===== src/rtl/spi_peripheral_controller_pkg.sv =====
// Shared SPI peripheral types and sizing: FSM state encoding, frame width, FIFO depth.
package spi_peripheral_controller_pkg;

  localparam int unsigned FRAME_W    = 8;
  localparam int unsigned FIFO_DEPTH = 16;
  localparam int unsigned BIT_CNT_W  = $clog2(FRAME_W);

  typedef enum logic [0:0] {
    ST_IDLE  = 1'b0,
    ST_SHIFT = 1'b1
  } state_e;

endpackage


===== src/rtl/sync_fifo.sv =====
// Single-clock FIFO with registered show-ahead head and registered full/empty flags.
// A push on a full FIFO is accepted only when a pop happens in the same cycle.
module sync_fifo #(
  parameter int unsigned WIDTH = 8,
  parameter int unsigned DEPTH = 16
) (
  input  logic             clk,
  input  logic             rst,
  input  logic             wr_en,
  input  logic [WIDTH-1:0] wr_data,
  input  logic             rd_en,
  output logic [WIDTH-1:0] rd_data,
  output logic             full,
  output logic             empty
);

  localparam int unsigned AW = (DEPTH > 1) ? $clog2(DEPTH) : 1;
  localparam int unsigned CW = $clog2(DEPTH + 1);

  logic [WIDTH-1:0] mem_q [DEPTH];
  logic [AW-1:0]    wr_ptr_q, wr_ptr_d;
  logic [AW-1:0]    rd_ptr_q, rd_ptr_d;
  logic [CW-1:0]    count_q, count_d;
  logic             full_q, full_d;
  logic             empty_q, empty_d;
  logic [WIDTH-1:0] rd_data_q, rd_data_d;
  logic             wr_ok, rd_ok;

  function automatic logic [AW-1:0] ptr_inc(input logic [AW-1:0] p);
    return (p == AW'(DEPTH - 1)) ? '0 : p + AW'(1);
  endfunction

  always_comb begin
    wr_ok    = wr_en && (!full_q || rd_en);
    rd_ok    = rd_en && !empty_q;
    wr_ptr_d = wr_ok ? ptr_inc(wr_ptr_q) : wr_ptr_q;
    rd_ptr_d = rd_ok ? ptr_inc(rd_ptr_q) : rd_ptr_q;
    count_d  = count_q;
    if (wr_ok && !rd_ok) begin
      count_d = count_q + CW'(1);
    end else if (!wr_ok && rd_ok) begin
      count_d = count_q - CW'(1);
    end
    full_d  = (count_d == CW'(DEPTH));
    empty_d = (count_d == '0);
    // Next head: bypass the write data when the new head is the slot being written now.
    if (count_d == '0) begin
      rd_data_d = '0;
    end else if (wr_ok && (rd_ptr_d == wr_ptr_q)) begin
      rd_data_d = wr_data;
    end else begin
      rd_data_d = mem_q[rd_ptr_d];
    end
  end

  always_ff @(posedge clk) begin
    if (wr_ok) begin
      mem_q[wr_ptr_q] <= wr_data;
    end
  end

  always_ff @(posedge clk) begin
    if (rst) begin
      wr_ptr_q  <= '0;
      rd_ptr_q  <= '0;
      count_q   <= '0;
      full_q    <= 1'b0;
      empty_q   <= 1'b1;
      rd_data_q <= '0;
    end else begin
      wr_ptr_q  <= wr_ptr_d;
      rd_ptr_q  <= rd_ptr_d;
      count_q   <= count_d;
      full_q    <= full_d;
      empty_q   <= empty_d;
      rd_data_q <= rd_data_d;
    end
  end

  assign rd_data = rd_data_q;
  assign full    = full_q;
  assign empty   = empty_q;

endmodule


===== src/rtl/spi_peripheral_controller.sv =====
// SPI mode-0 peripheral: oversamples the master's sck/cs/mosi in the clk domain,
// shifts MSB-first 8-bit frames, and buffers both directions in 16-deep FIFOs.
module spi_peripheral_controller
  import spi_peripheral_controller_pkg::*;
#(
  parameter int unsigned        SYNC_STAGES = 2,
  parameter logic [FRAME_W-1:0] IDLE_BYTE   = 8'hFF
) (
  input  logic               clk,
  input  logic               Rst,
  input  logic               spi_sck,
  input  logic               spi_cs,
  input  logic               spi_mosi,
  output logic               spi_miso,
  output logic               spi_miso_oe,
  input  logic               tx_wr,
  input  logic [FRAME_W-1:0] tx_din,
  output logic               tx_full,
  output logic               tx_empty,
  input  logic               rx_rd,
  output logic [FRAME_W-1:0] rx_dout,
  output logic               rx_avail,
  output logic               rx_full,
  output logic               overrun,
  output logic               underrun,
  input  logic               err_clr,
  output logic               busy
);

  localparam int unsigned        FLUSH_W    = $clog2(SYNC_STAGES + 2);
  localparam logic [FLUSH_W-1:0] FLUSH_INIT = FLUSH_W'(SYNC_STAGES + 1);

  logic [SYNC_STAGES-1:0] sck_sync_q, sck_sync_d;
  logic [SYNC_STAGES-1:0] cs_sync_q, cs_sync_d;
  logic [SYNC_STAGES-1:0] mosi_sync_q, mosi_sync_d;
  logic                   sck_prev_q, sck_prev_d;
  logic                   cs_prev_q, cs_prev_d;
  logic [FLUSH_W-1:0]     flush_q, flush_d;
  state_e                 state_q, state_d;
  logic [BIT_CNT_W-1:0]   bit_cnt_q, bit_cnt_d;
  logic [FRAME_W-1:0]     tx_sr_q, tx_sr_d;
  logic [FRAME_W-1:0]     rx_sr_q, rx_sr_d;
  logic                   miso_q, miso_d;
  logic                   busy_q, busy_d;
  logic                   overrun_q, overrun_d;
  logic                   underrun_q, underrun_d;

  logic                   sck_s, cs_s, mosi_s, armed;
  logic                   sck_rise, sck_fall, cs_fall, cs_rise;
  logic                   tx_pop, rx_push, rx_empty;
  logic                   underrun_set, overrun_set;
  logic [FRAME_W-1:0]     tx_head, tx_load, rx_byte;

  // Synchronizers, edge detection; edges are ignored until the chain is flushed after reset
  // so a chip select already held low does not look like a fresh falling edge.
  always_comb begin
    sck_sync_d  = SYNC_STAGES'({sck_sync_q, spi_sck});
    cs_sync_d   = SYNC_STAGES'({cs_sync_q, spi_cs});
    mosi_sync_d = SYNC_STAGES'({mosi_sync_q, spi_mosi});
    sck_s       = sck_sync_q[SYNC_STAGES-1];
    cs_s        = cs_sync_q[SYNC_STAGES-1];
    mosi_s      = mosi_sync_q[SYNC_STAGES-1];
    sck_prev_d  = sck_s;
    cs_prev_d   = cs_s;
    flush_d     = (flush_q != '0) ? flush_q - FLUSH_W'(1) : flush_q;
    armed       = (flush_q == '0);
    sck_rise    = armed & sck_s & ~sck_prev_q;
    sck_fall    = armed & ~sck_s & sck_prev_q;
    cs_fall     = armed & ~cs_s & cs_prev_q;
    cs_rise     = armed & cs_s & ~cs_prev_q;
    busy_d      = ~cs_s;
  end

  // Frame FSM and shift datapath.
  always_comb begin
    state_d      = state_q;
    bit_cnt_d    = bit_cnt_q;
    tx_sr_d      = tx_sr_q;
    rx_sr_d      = rx_sr_q;
    miso_d       = miso_q;
    tx_pop       = 1'b0;
    rx_push      = 1'b0;
    underrun_set = 1'b0;
    tx_load      = tx_empty ? IDLE_BYTE : tx_head;
    rx_byte      = {rx_sr_q[FRAME_W-2:0], mosi_s};

    unique case (state_q)
      ST_IDLE: begin
        miso_d    = 1'b0;
        bit_cnt_d = '0;
        if (cs_fall) begin
          state_d      = ST_SHIFT;
          tx_pop       = ~tx_empty;
          underrun_set = tx_empty;
          tx_sr_d      = tx_load;
          miso_d       = tx_load[FRAME_W-1];
        end
      end
      ST_SHIFT: begin
        if (cs_rise) begin
          state_d   = ST_IDLE;
          bit_cnt_d = '0;
          tx_sr_d   = '0;
          rx_sr_d   = '0;
          miso_d    = 1'b0;
        end else if (sck_rise) begin
          rx_sr_d   = rx_byte;
          bit_cnt_d = bit_cnt_q + BIT_CNT_W'(1);
          if (bit_cnt_q == BIT_CNT_W'(FRAME_W - 1)) begin
            rx_push      = 1'b1;
            tx_pop       = ~tx_empty;
            underrun_set = tx_empty;
            tx_sr_d      = tx_load;
          end
        end else if (sck_fall) begin
          // At a byte boundary the freshly loaded byte's MSB goes out unshifted.
          if (bit_cnt_q != '0) begin
            tx_sr_d = {tx_sr_q[FRAME_W-2:0], 1'b0};
            miso_d  = tx_sr_q[FRAME_W-2];
          end else begin
            miso_d = tx_sr_q[FRAME_W-1];
          end
        end
      end
      default: begin
        state_d = ST_IDLE;
      end
    endcase

    overrun_set = rx_push & rx_full & ~rx_rd;
    overrun_d   = overrun_set  ? 1'b1 : (err_clr ? 1'b0 : overrun_q);
    underrun_d  = underrun_set ? 1'b1 : (err_clr ? 1'b0 : underrun_q);
  end

  always_ff @(posedge clk) begin
    if (Rst) begin
      sck_sync_q  <= '0;
      cs_sync_q   <= '1;
      mosi_sync_q <= '0;
      sck_prev_q  <= 1'b0;
      cs_prev_q   <= 1'b1;
      flush_q     <= FLUSH_INIT;
      state_q     <= ST_IDLE;
      bit_cnt_q   <= '0;
      tx_sr_q     <= '0;
      rx_sr_q     <= '0;
      miso_q      <= 1'b0;
      busy_q      <= 1'b0;
      overrun_q   <= 1'b0;
      underrun_q  <= 1'b0;
    end else begin
      sck_sync_q  <= sck_sync_d;
      cs_sync_q   <= cs_sync_d;
      mosi_sync_q <= mosi_sync_d;
      sck_prev_q  <= sck_prev_d;
      cs_prev_q   <= cs_prev_d;
      flush_q     <= flush_d;
      state_q     <= state_d;
      bit_cnt_q   <= bit_cnt_d;
      tx_sr_q     <= tx_sr_d;
      rx_sr_q     <= rx_sr_d;
      miso_q      <= miso_d;
      busy_q      <= busy_d;
      overrun_q   <= overrun_d;
      underrun_q  <= underrun_d;
    end
  end

  sync_fifo #(
    .WIDTH(FRAME_W),
    .DEPTH(FIFO_DEPTH)
  ) u_tx_fifo (
    .clk    (clk),
    .rst    (Rst),
    .wr_en  (tx_wr),
    .wr_data(tx_din),
    .rd_en  (tx_pop),
    .rd_data(tx_head),
    .full   (tx_full),
    .empty  (tx_empty)
  );

  sync_fifo #(
    .WIDTH(FRAME_W),
    .DEPTH(FIFO_DEPTH)
  ) u_rx_fifo (
    .clk    (clk),
    .rst    (Rst),
    .wr_en  (rx_push),
    .wr_data(rx_byte),
    .rd_en  (rx_rd),
    .rd_data(rx_dout),
    .full   (rx_full),
    .empty  (rx_empty)
  );

  assign rx_avail    = ~rx_empty;
  assign spi_miso    = miso_q;
  assign spi_miso_oe = busy_q;
  assign busy        = busy_q;
  assign overrun     = overrun_q;
  assign underrun    = underrun_q;

endmodule

===== config.mk =====
export PLATFORM = sky130hd
export DESIGN_NAME = spi_peripheral_controller
export DESIGN_NICKNAME = d
export VERILOG_FILES = /design/src/rtl/spi_peripheral_controller_pkg.sv /design/src/rtl/sync_fifo.sv /design/src/rtl/spi_peripheral_controller.sv
export SDC_FILE = /design/constraint.sdc
export NUM_CORES = 1
export LEC_CHECK = 0
export BUFFER_PORTS_ARGS = -buffer_cell sky130_fd_sc_hd__buf_4
export CORE_MARGIN = 4
export CORE_UTILIZATION = 35
export DETAILED_ROUTE_END_ITERATION = 10
export PLACE_DENSITY = 0.5
export REMOVE_ABC_BUFFERS = 1
export SYNTH_ARGS = -nofsm -noshare
export SYNTH_HDL_FRONTEND = slang
export SYNTH_HIERARCHICAL = 1
export SYNTH_SLANG_ARGS = --single-unit

===== constraint.sdc =====
create_clock -name clk -period 4 [get_ports clk]
set_input_delay 0.8 -clock clk [delete_from_list [all_inputs] [get_ports clk]]
set_output_delay 0.8 -clock clk [all_outputs]
set_load 0.02 [all_outputs]

* Word-level counts from Yosys, hierarchy flattened
Memories as Yosys holds them, arrays and structs flattened. A register that Yosys moved wholly into a read port is not among the register bits.
Index checks and enable logic that the tools add are counted.
** Word-level totals
- Flip-flop bits (word level) :: 63
- Bits in latches :: 0
- Memory bits (writable) :: 256
- Memory bits (read-only) :: 0
- Input port bits :: 16
- Output and inout bits :: 17
- Logic and storage cells :: 152
- Memories :: 2
** Cells by class
- Add/sub/neg operators :: 10
- $mul :: 0
- Divide/modulo/power cells :: 0
- $lt $le $gt $ge :: 0
- Equal/unequal tests :: 14
- Shifts and indexed selects :: 0
- Multiplexer cells :: 53
- Bitwise operators :: 18
- Reduce and logical (&&, ||, !) cells :: 31
** Memories
- u_rx_fifo.mem_q :: words 16, width 8, rd ports 1, clocked after memory_dff 1, write ports 1, line sync_fifo.sv:20 : logic [WIDTH-1:0] mem_q [DEPTH];
- u_tx_fifo.mem_q :: words 16, width 8, rd ports 1, clocked after memory_dff 1, write ports 1, line sync_fifo.sv:20
** Operators with widths (number)
- 8-bit 2-to-1 mux :: 7
- 1-bit 2-to-1 mux :: 26
- 4-bit 2-to-1 mux :: 6
- 5-bit 2-to-1 mux :: 4
- 4-bit by 1-bit adder with 4-bit output, second input constant :: 4
- 4-bit == test, second input constant :: 4
- 8-bit one-hot mux with 2 select lines :: 1
- 7-bit 2-to-1 mux :: 2
- 5-bit by 1-bit adder with 5-bit output, second input constant :: 2
- 1-bit bitwise AND :: 10
- 5-bit == test, second input constant :: 2
- 5-bit zero test :: 2
- 5-bit by 1-bit subtractor with 5-bit output, second input constant :: 2
- 1-bit logical AND :: 8
- 1-bit zero test :: 8
- 4-bit by 1-bit != test with 1-bit output, second input constant :: 2
- 1-bit NOT :: 8
- 1-bit one-hot mux with 2 select lines :: 4
- 2-bit nonzero test :: 4
- 3-bit 2-to-1 mux :: 2
- 3-bit by 1-bit != test with 1-bit output, second input constant :: 2
- 3-bit one-hot mux with 2 select lines :: 1
- 4-bit by 2-bit != test with 1-bit output, second input constant :: 1
- 2-bit AND reduction :: 2
- 10 further kinds :: 12

* Logic depth before layout (Yosys ltp)
Gate-level depths: netlist (run 1).
- Depth after elaboration :: 14
- Mapped depth :: 18
- Depth with buffers taken out :: 14

* Hierarchy
Netlist (run 1), hierarchy kept.
** By module, submodules not included
- sync_fifo :: times used 2, cells an instance 657, area an instance 7208.2 sq um
- spi_peripheral_controller :: times used 1, cells an instance 161, area an instance 1437.6 sq um

* Least setup slack after synthesis (run 1)
Ideal clock, no wire load.
- Kind :: reg-to-reg
- Start :: register flush_q[0]
- End :: register u_tx_fifo.rd_data_q[0] (netlist: u_tx_fifo/rd_data[0]) (read register of u_tx_fifo.mem_q)
- Library setup time :: 0.116 ns
- Data arrival time :: 2.981 ns
- Path slack :: 0.903 ns
- Cell stages (with the launch flop) :: 16
- Buffers on the path :: 4
- Period minus slack after synthesis :: 3.097 ns
- Path through :: dfxtp_1 -> inv_1 -> ha_1 -> buf_1 -> a31oi_1 -> a2bb2oi_1 -> nor2_1 -> and2b_1 -> buf_4 -> nand2_2 -> xnor2_4 -> xnor2_1 -> or4_1 -> buf_2 -> buf_6 -> o211a_1
** On the way
- Word-level cells in the longest chain between the ends :: 14
** RTL lines
- start, declared :: line spi_peripheral_controller.sv:38 : logic [FLUSH_W-1:0] flush_q, flush_d;
- start signal, assigned :: line spi_peripheral_controller.sv:157 : flush_q <= flush_d;
- 2-bit zero test (*) :: line spi_peripheral_controller.sv:66 : armed = (flush_q == '0);
- 1-bit bitwise AND (2 in series) :: line spi_peripheral_controller.sv:67 : sck_rise = armed & sck_s & ~sck_prev_q;
- 1-bit 2-to-1 mux :: line spi_peripheral_controller.sv:106 : end else if (sck_rise) begin
- 1-bit 2-to-1 mux :: line spi_peripheral_controller.sv:100 : if (cs_rise) begin
- 1-bit one-hot mux with 2 select lines (*) :: line spi_peripheral_controller.sv:87 : unique case (state_q)
- named net tx_pop :: line spi_peripheral_controller.sv:50 : logic tx_pop, rx_push, rx_empty;
- 1-bit logical OR :: line sync_fifo.sv:34 : wr_ok = wr_en && (!full_q || rd_en);
- 1-bit logical AND :: line sync_fifo.sv:34
- 1-bit zero test :: line sync_fifo.sv:41 : end else if (!wr_ok && rd_ok) begin
- 1-bit logical AND :: line sync_fifo.sv:41
- 5-bit 2-to-1 mux :: line sync_fifo.sv:41
- 5-bit 2-to-1 mux :: line sync_fifo.sv:39 : if (wr_ok && !rd_ok) begin
- 5-bit zero test :: line sync_fifo.sv:47 : if (count_d == '0) begin
- 2-bit OR reduction (no source line)
- end, declared :: line sync_fifo.sv:26 : logic [WIDTH-1:0] rd_data_q, rd_data_d;
The timed path passes the listed nets; every way through them passes the cells marked *.
A chain may end at the register's enable or synchronous reset.

* Final worst setup path (run 1)
- Start :: register flush_q[0]
- End :: register u_tx_fifo.rd_data_q[7] (netlist: u_tx_fifo/rd_data[7]) (read register of u_tx_fifo.mem_q)
The elaborated chain is that of the path after synthesis.

==> results.tsv, run 1 <==
metric	value	unit
period_share	0.899	
fp-row-count	77	
first_global_vias	11300	
critPathCaptureType	flop	
cp_cell_sequence	inv_1, ha_1, nand3b_1, nor2_1, a31oi_1, a2bb2oi_1, nor2_1, buf_4, nand2b_2, buf_4, o21ai_0, a311oi_1, a311o_1, o2111ai_1, o211ai_1, o211a_1	
status	complete, no violations	
hpwl	28.6	mm
cts_buffers	38	
rsz0062_at_grt	no	
diodes	0	
postSynthCellCount	1475	
maxCapViolations	0	
nets	1532	
fp.dieW	221	um
finClkSkew	25.3	ps
grt_max_degree	56	
die_h	221	um
holdPathStages	1	
critPathMaxStageDelay	530	ps
io_pins	33	
io_buffers	32	
ant_nets	0	
firstDrtPassIters	7	
pwr_density_cell	474	mW/mm^2
cp-start-kind	flop	
reg2reg_from	flush_q[0]$_SDFFE_PP1P_	
seq_area	0.00927	mm^2
critPathKind	flop to flop	
worstPathMaxFanout	55	
overflow	0	
grt_first_pass_wirelength	69.3	mm
synth_area	0.0159	mm^2
drc	0	
reg2regPathDepth	16	
synth_edf_count	256	
cts_resized	0	
slew_viol_final	0	
die_area	0.0488	mm^2
layout_common_cells	nand2_1 (306), edfxtp_1 (256), nor2_1 (86), buf_4 (86), nand3_1 (81)	
crit_arrival	4090	ps
synth_cell_types	66	
p_leak	6.26	nW
initial_core_util	0.356	
swShare	0.264	
drt_wl_total	44.9	mm
area_growth	13.4	%
hp-start	cs_sync_q[0]$_SDFF_PP1_	
core_area	0.0445	mm^2
vdd_drop_max	271	uV
setup_viol	0	
wire_per_inst	21.2	um
min_to	cs_sync_q[1]$_SDFF_PP1_	
p_int	0.00627	W
nFillCells	4237	
cts_sinks	335	
layout-drive-gt1-share	0.128	
drt_iter0_markers	905	
clockPowerShare	0.394	
final_cell_area	0.0180	mm^2
antenna_found_initial	0	
r2r_slack	400	ps
cts_hold_buf	0	
layout_commonest_cell	nand2_1	
slew_headroom	0.293	
cts_setup_buffers	0	
r2r_end	u_tx_fifo/rd_data[7]$_SDFF_PP0_	
clockBufferDepth	3	
vias	11700	
switchingPower	0.00225	W
p_seq_frac	0.456	
clk_pin_slew	60	ps
synth-seq-area-share	0.585	
hp-class	flop to flop	
critPathBufInv	3	
async_flop_share	0	
worstPathRequired	4490	ps
dpl_cell_area	0.0168	mm^2
power_frac_comb	0.150	
period_needed	3600	ps
fin_tns_setup	0	ps
syn_avg_cell_area	10.7	um^2
crit_slowest_cell	buf_4	
cts-root-buf	clkbuf_16	
tritoncts	done	
synth_flop_cell	edfxtp_1	
hold_viol	0	
ys_warn_count	6	
gp_congestion	0.822	
synth_seq_cells	335	
path_delay_family	compound AO/OA/AOI/OAI gates	
grt_use_total	0.180	
clkLatencyLatePin	550	ps
vias_per_cell	5.54	
multiInputGateArea	0.00605	mm^2
tightest_slew	1060	ps
fmax	278	MHz
htree_levels	2	
[worst reg2reg max path, stage by stage (launching register included)]
cell,delay (ps)
dfxtp_1,330
inv_1,50
ha_1,280
nand3b_1,170
nor2_1,80
a31oi_1,150
a2bb2oi_1,220
nor2_1,70
buf_4,210
nand2b_2,190
buf_4,530
o21ai_0,200
a311oi_1,340
a311o_1,240
o2111ai_1,180
o211ai_1,140
o211a_1,180
[sequential cells by signal, indices dropped and copies added (netlist names), 4 cells and up]
register,cells
u_rx_fifo/mem_q,128
u_tx_fifo/mem_q,128
tx_sr_q,8
u_rx_fifo/rd_data,8
u_tx_fifo/rd_data,8
rx_sr_q,7
u_rx_fifo/count_q,5
u_tx_fifo/count_q,5
u_rx_fifo/rd_ptr_q,4
u_rx_fifo/wr_ptr_q,4
u_tx_fifo/rd_ptr_q,4
u_tx_fifo/wr_ptr_q,4
[Yosys cell counts, drive strengths merged, types with 6 or more instances]
cell | instances | share of area
a311oi | 21 | 0.012
mux2 | 28 | 0.020
a21oi | 20 | 0.0077
nor3 | 16 | 0.0051
buf | 40 | 0.014
edfxtp | 256 | 0.48
inv | 22 | 0.0052
nor2b | 14 | 0.0055
nand4 | 23 | 0.0091
xnor2 | 20 | 0.013
a32oi | 6 | 0.0033
nand3 | 81 | 0.026
o21ai | 61 | 0.019
o211ai | 17 | 0.0099
o211a | 16 | 0.010
dfxtp | 79 | 0.10
ha | 18 | 0.014
and3b | 16 | 0.0088
nand3b | 9 | 0.0043
a311o | 14 | 0.0088
nand2 | 308 | 0.073
clkbuf | 63 | 0.015
mux2i | 10 | 0.0063
a211oi | 17 | 0.0080
and3 | 8 | 0.0032
or3 | 32 | 0.013
a31oi | 68 | 0.028
nand2b | 16 | 0.0063
o2111ai | 14 | 0.0077
a221oi | 14 | 0.0077
nor2 | 88 | 0.021
a22oi | 13 | 0.0062
[per-stage QoR]
stage	util	total power (W)	instances	setup WS, ps	hold slack [ps]
final	0.404	0.00852	2119	404	406
after global routing	0.404	0.00892	2119	31.2	419
after CTS	0.404	0.00864	2119	431	412
after detailed placement	0.377	0.00524	2050	469	398
after global placement	0.377	0.00522	2050	504	396
after floorplan	-	0.00474	1372	-1170	389
[how the worst max path moves through the flow]
stage               cells past startpoint                         endpoint               startpoint  slack (ps)
floorplan                              14  u_tx_fifo/rd_data[5]$_SDFF_PP0_  flush_q[0]$_SDFFE_PP1P_       -1170
global placement                       16  u_tx_fifo/rd_data[7]$_SDFF_PP0_  flush_q[0]$_SDFFE_PP1P_         500
detailed placement                     16  u_tx_fifo/rd_data[7]$_SDFF_PP0_  flush_q[0]$_SDFFE_PP1P_         470
CTS                                    16  u_tx_fifo/rd_data[7]$_SDFF_PP0_  flush_q[0]$_SDFFE_PP1P_         430
global route                           16  u_tx_fifo/rd_data[7]$_SDFF_PP0_  flush_q[0]$_SDFFE_PP1P_          30
finish                                 16  u_tx_fifo/rd_data[7]$_SDFF_PP0_  flush_q[0]$_SDFFE_PP1P_         400
[metal layers]
| metal | global-route usage | part of all wire | vias up |
|---|---|---|---|
| li1 | - | - | 5521 |
| met1 | 0.239 | 0.43 | 5808 |
| met2 | 0.307 | 0.49 | 352 |
| met3 | 0.0305 | 0.054 | 64 |
| met4 | 0.0447 | 0.021 | 0 |
| met5 | 0 | 0 | - |
[logic make-up (layout without fill, tap and decap cells)]
kind of cell | Yosys count | after routing | synth area share
buffers and inverters | 127 | 179 | 0.0350
adder cells (fa/ha/maj) | 18 | 18 | 0.0142
AO/OA/AOI/OAI | 301 | 301 | 0.140
multiplexers | 38 | 38 | 0.0262
flip-flops | 335 | 335 | 0.585
AND/OR/NAND/NOR | 631 | 631 | 0.184
XOR/XNOR | 25 | 25 | 0.0162
[layout make-up]
class | instances | share of cell area
Tap cell | 592 | 0.0412
Timing Repair Buffer | 86 | 0.0359
Inverter | 24 | 0.00501
Sequential cell | 335 | 0.515
Clock buffer | 56 | 0.0595
Multi-Input combinational cell | 1013 | 0.336
Clock inverter | 13 | 0.00661
[power groups by stage]
stage,clock (W),sequential [W],combinational (W)
floorplan,0,0.00402,0.000713
detailed placement,0,0.00396,0.00128
global route,0.00362,0.00390,0.00140
global placement,0,0.00396,0.00126
finish,0.00336,0.00389,0.00128
CTS,0.00346,0.00389,0.00128
(Power assumes the default switching activity.)
==> run 2, diff against run 1 <==
- BUFFER_PORTS_ARGS: -buffer_cell sky130_fd_sc_hd__buf_4 -> not set
- DONT_BUFFER_PORTS: not set -> 1
- PLACE_DENSITY: 0.5 -> 0.49
==> run 2 against run 1 <==
Against the previous run:
- via count fell by 0.39%
- non-clock buffer count fell by 33
- clock skew rose by 13 ps
- count of clock-buffer cells in the layout fell by 8
- utilization fell by 0.64 points
- combinational power fell by 13%
- global-route usage rose by 0.14 points
- first-iteration DRC count rose by 13%
- final area fell by 1.6%
==> results.tsv, run 2 (synthesized netlist as in run 1, its figures left out) <==
metric	value	unit	change
status	complete, no violations		unchanged
grt_use_total	0.181		was 0.180
p_leak	6.08	nW	was 6.26 nW
wire_per_inst	21.9	um	was 21.2 um
slew_headroom	0.354		was 0.293
diodes	0		unchanged
slew_viol_final	0		unchanged
critPathCaptureType	flop		unchanged
drt_iter0_markers	1027		was 905
cts_setup_buffers	0		unchanged
p_total	0.00833	W	was 0.00852 W
drc	0		unchanged
cts_sinks	335		unchanged
rsz0062_at_grt	no		unchanged
antenna_found_initial	0		unchanged
final_core_util	0.398		was 0.404
crit_arrival	4040	ps	was 4090 ps
overflow	0		unchanged
fp-row-count	77		unchanged
fmax	279	MHz	was 278 MHz
tightest_slew	965	ps	was 1060 ps
grt_first_pass_wirelength	69.6	mm	was 69.3 mm
fp.dieW	221	um	unchanged
clkLatencyLatePin	560	ps	was 550 ps
cp-start-kind	flop		unchanged
grt_max_degree	62		was 56
cts_buffers	38		unchanged
vias_per_cell	5.61		was 5.54
grt_most_used_layer	met2		unchanged
hold_viol	0		unchanged
pwr_density_cell	471	mW/mm^2	was 474 mW/mm^2
area_growth	11.6	%	was 13.4%
maxCapViolations	0		unchanged
clk_pin_slew	60	ps	about the same
tritoncts	done		unchanged
clockBufferDepth	3		unchanged
nFillCells	4253		was 4237
initial_core_util	0.356		unchanged
die_area	0.0488	mm^2	unchanged
cts_hold_buf	0		unchanged
vias	11700		about the same
critPathKind	flop to flop		unchanged
cts_resized	0		unchanged
setup_viol	0		unchanged
htree_levels	2		unchanged
worstPathRequired	4450	ps	was 4490 ps
worstPathMaxFanout	16		was 55
drt_wl_total	45.7	mm	was 44.9 mm
cts-root-buf	clkbuf_16		unchanged
layout_commonest_cell	nand2_1		unchanged
top_regs	u_rx_fifo/mem_q: 128 flops, u_tx_fifo/mem_q: 128 flops		unchanged
firstDrtPassIters	8		was 7
finClkSkew	37.9	ps	was 25.3 ps
period_share	0.897		was 0.899
vdd_drop_max	263	uV	was 271 uV
first_global_vias	11200		was 11300
io_buffers	0		was 32
gp_congestion	0.923		was 0.822
use_met1	0.247		was 0.239
layout-drive-gt1-share	0.107		was 0.128
grt_use_met2	0.300		was 0.307
ant_nets	0		unchanged
hpwl	28.8	mm	was 28.6 mm
io_pins	33		unchanged
layout_common_cells	nand2_1 (306), edfxtp_1 (256), nor2_1 (86)		was nand2_1 (306), edfxtp_1 (256), nor2_1 (86), buf_4 (86), nand3_1 (81)
nets	1499		was 1532
period_needed	3590	ps	was 3600 ps
core_area	0.0445	mm^2	unchanged
die_h	221	um	unchanged
use_met3	0.0244		was 0.0305
hp-class	primary input to flop		was flop to flop
run 2: final cells by class:
type	instances	area, um^2	share of cell area
well taps	592	741	0.0419
clock inverters	19	153	0.00862
repair buffers	53	398	0.0225
flip-flops and latches	335	9270	0.524
inverters	24	90.1	0.00509
multi-input cells	1013	6050	0.342
clock buffers	48	998	0.0564
run 2: power breakdown:
part	internal (W)	total [W]	switching [W]
combinational	0.000406	0.00112	0.000709
clock	0.00190	0.00328	0.00138
sequential	0.00382	0.00394	0.000119
run 2: stage by stage:
stage | hold WS [ps] | setup WS (ps) | std cells | area (um^2) | setup TNS [ps]
2_1_floorplan | 389 | -1170 | 1372 | 15400 | -10050
3_3_place_gp | 394 | 465 | 2017 | 16500 | 0
3_5_place_dp | 393 | 445 | 2017 | 16500 | 0
4_1_cts | 288 | 429 | 2084 | 17700 | 0
5_1_grt | 289 | 161 | 2084 | 17700 | 0
6_report | 322 | 414 | 2084 | 17700 | 0
run 2: worst max-delay path, stage by stage (launching register included):
cell       delay (ps)
dfxtp_1           330
ha_1              200
ha_1              210
nand2_1            70
nor2_1             50
a31oi_1           150
a2bb2oi_1         250
nor2_1             80
buf_4             210
and3b_1           230
a21o_1            280
nor2_1            140
o21ai_1            80
or4_1             790
or2_0             310
o211a_1           110
run 2: layer usage:
| metal | wire [um] | share of wire |
|---|---|---|
| met4 | 1320 | 0.029 |
| met1 | 20300 | 0.44 |
| met3 | 2160 | 0.047 |
| met5 | 0 | 0 |
| met2 | 22000 | 0.48 |
run 2: worst paths after layout:
| check | start | endpoint | slack, ps | depth (start not counted) |
|---|---|---|---|---|
| setup / recovery | bit_cnt_q[0]$_SDFFE_PP0P_ | u_tx_fifo/rd_data[5]$_SDFF_PP0_ | 410 | 15 |
| hold / removal | Rst | u_tx_fifo/wr_ptr_q[2]$_SDFFE_PP0P_ | 320 | 1 |
| setup reg to reg | bit_cnt_q[0]$_SDFFE_PP0P_ | u_tx_fifo/rd_data[5]$_SDFF_PP0_ | 410 | 15 |
| hold reg to reg | cs_sync_q[0]$_SDFF_PP1_ | cs_sync_q[1]$_SDFF_PP1_ | 400 | 1 |
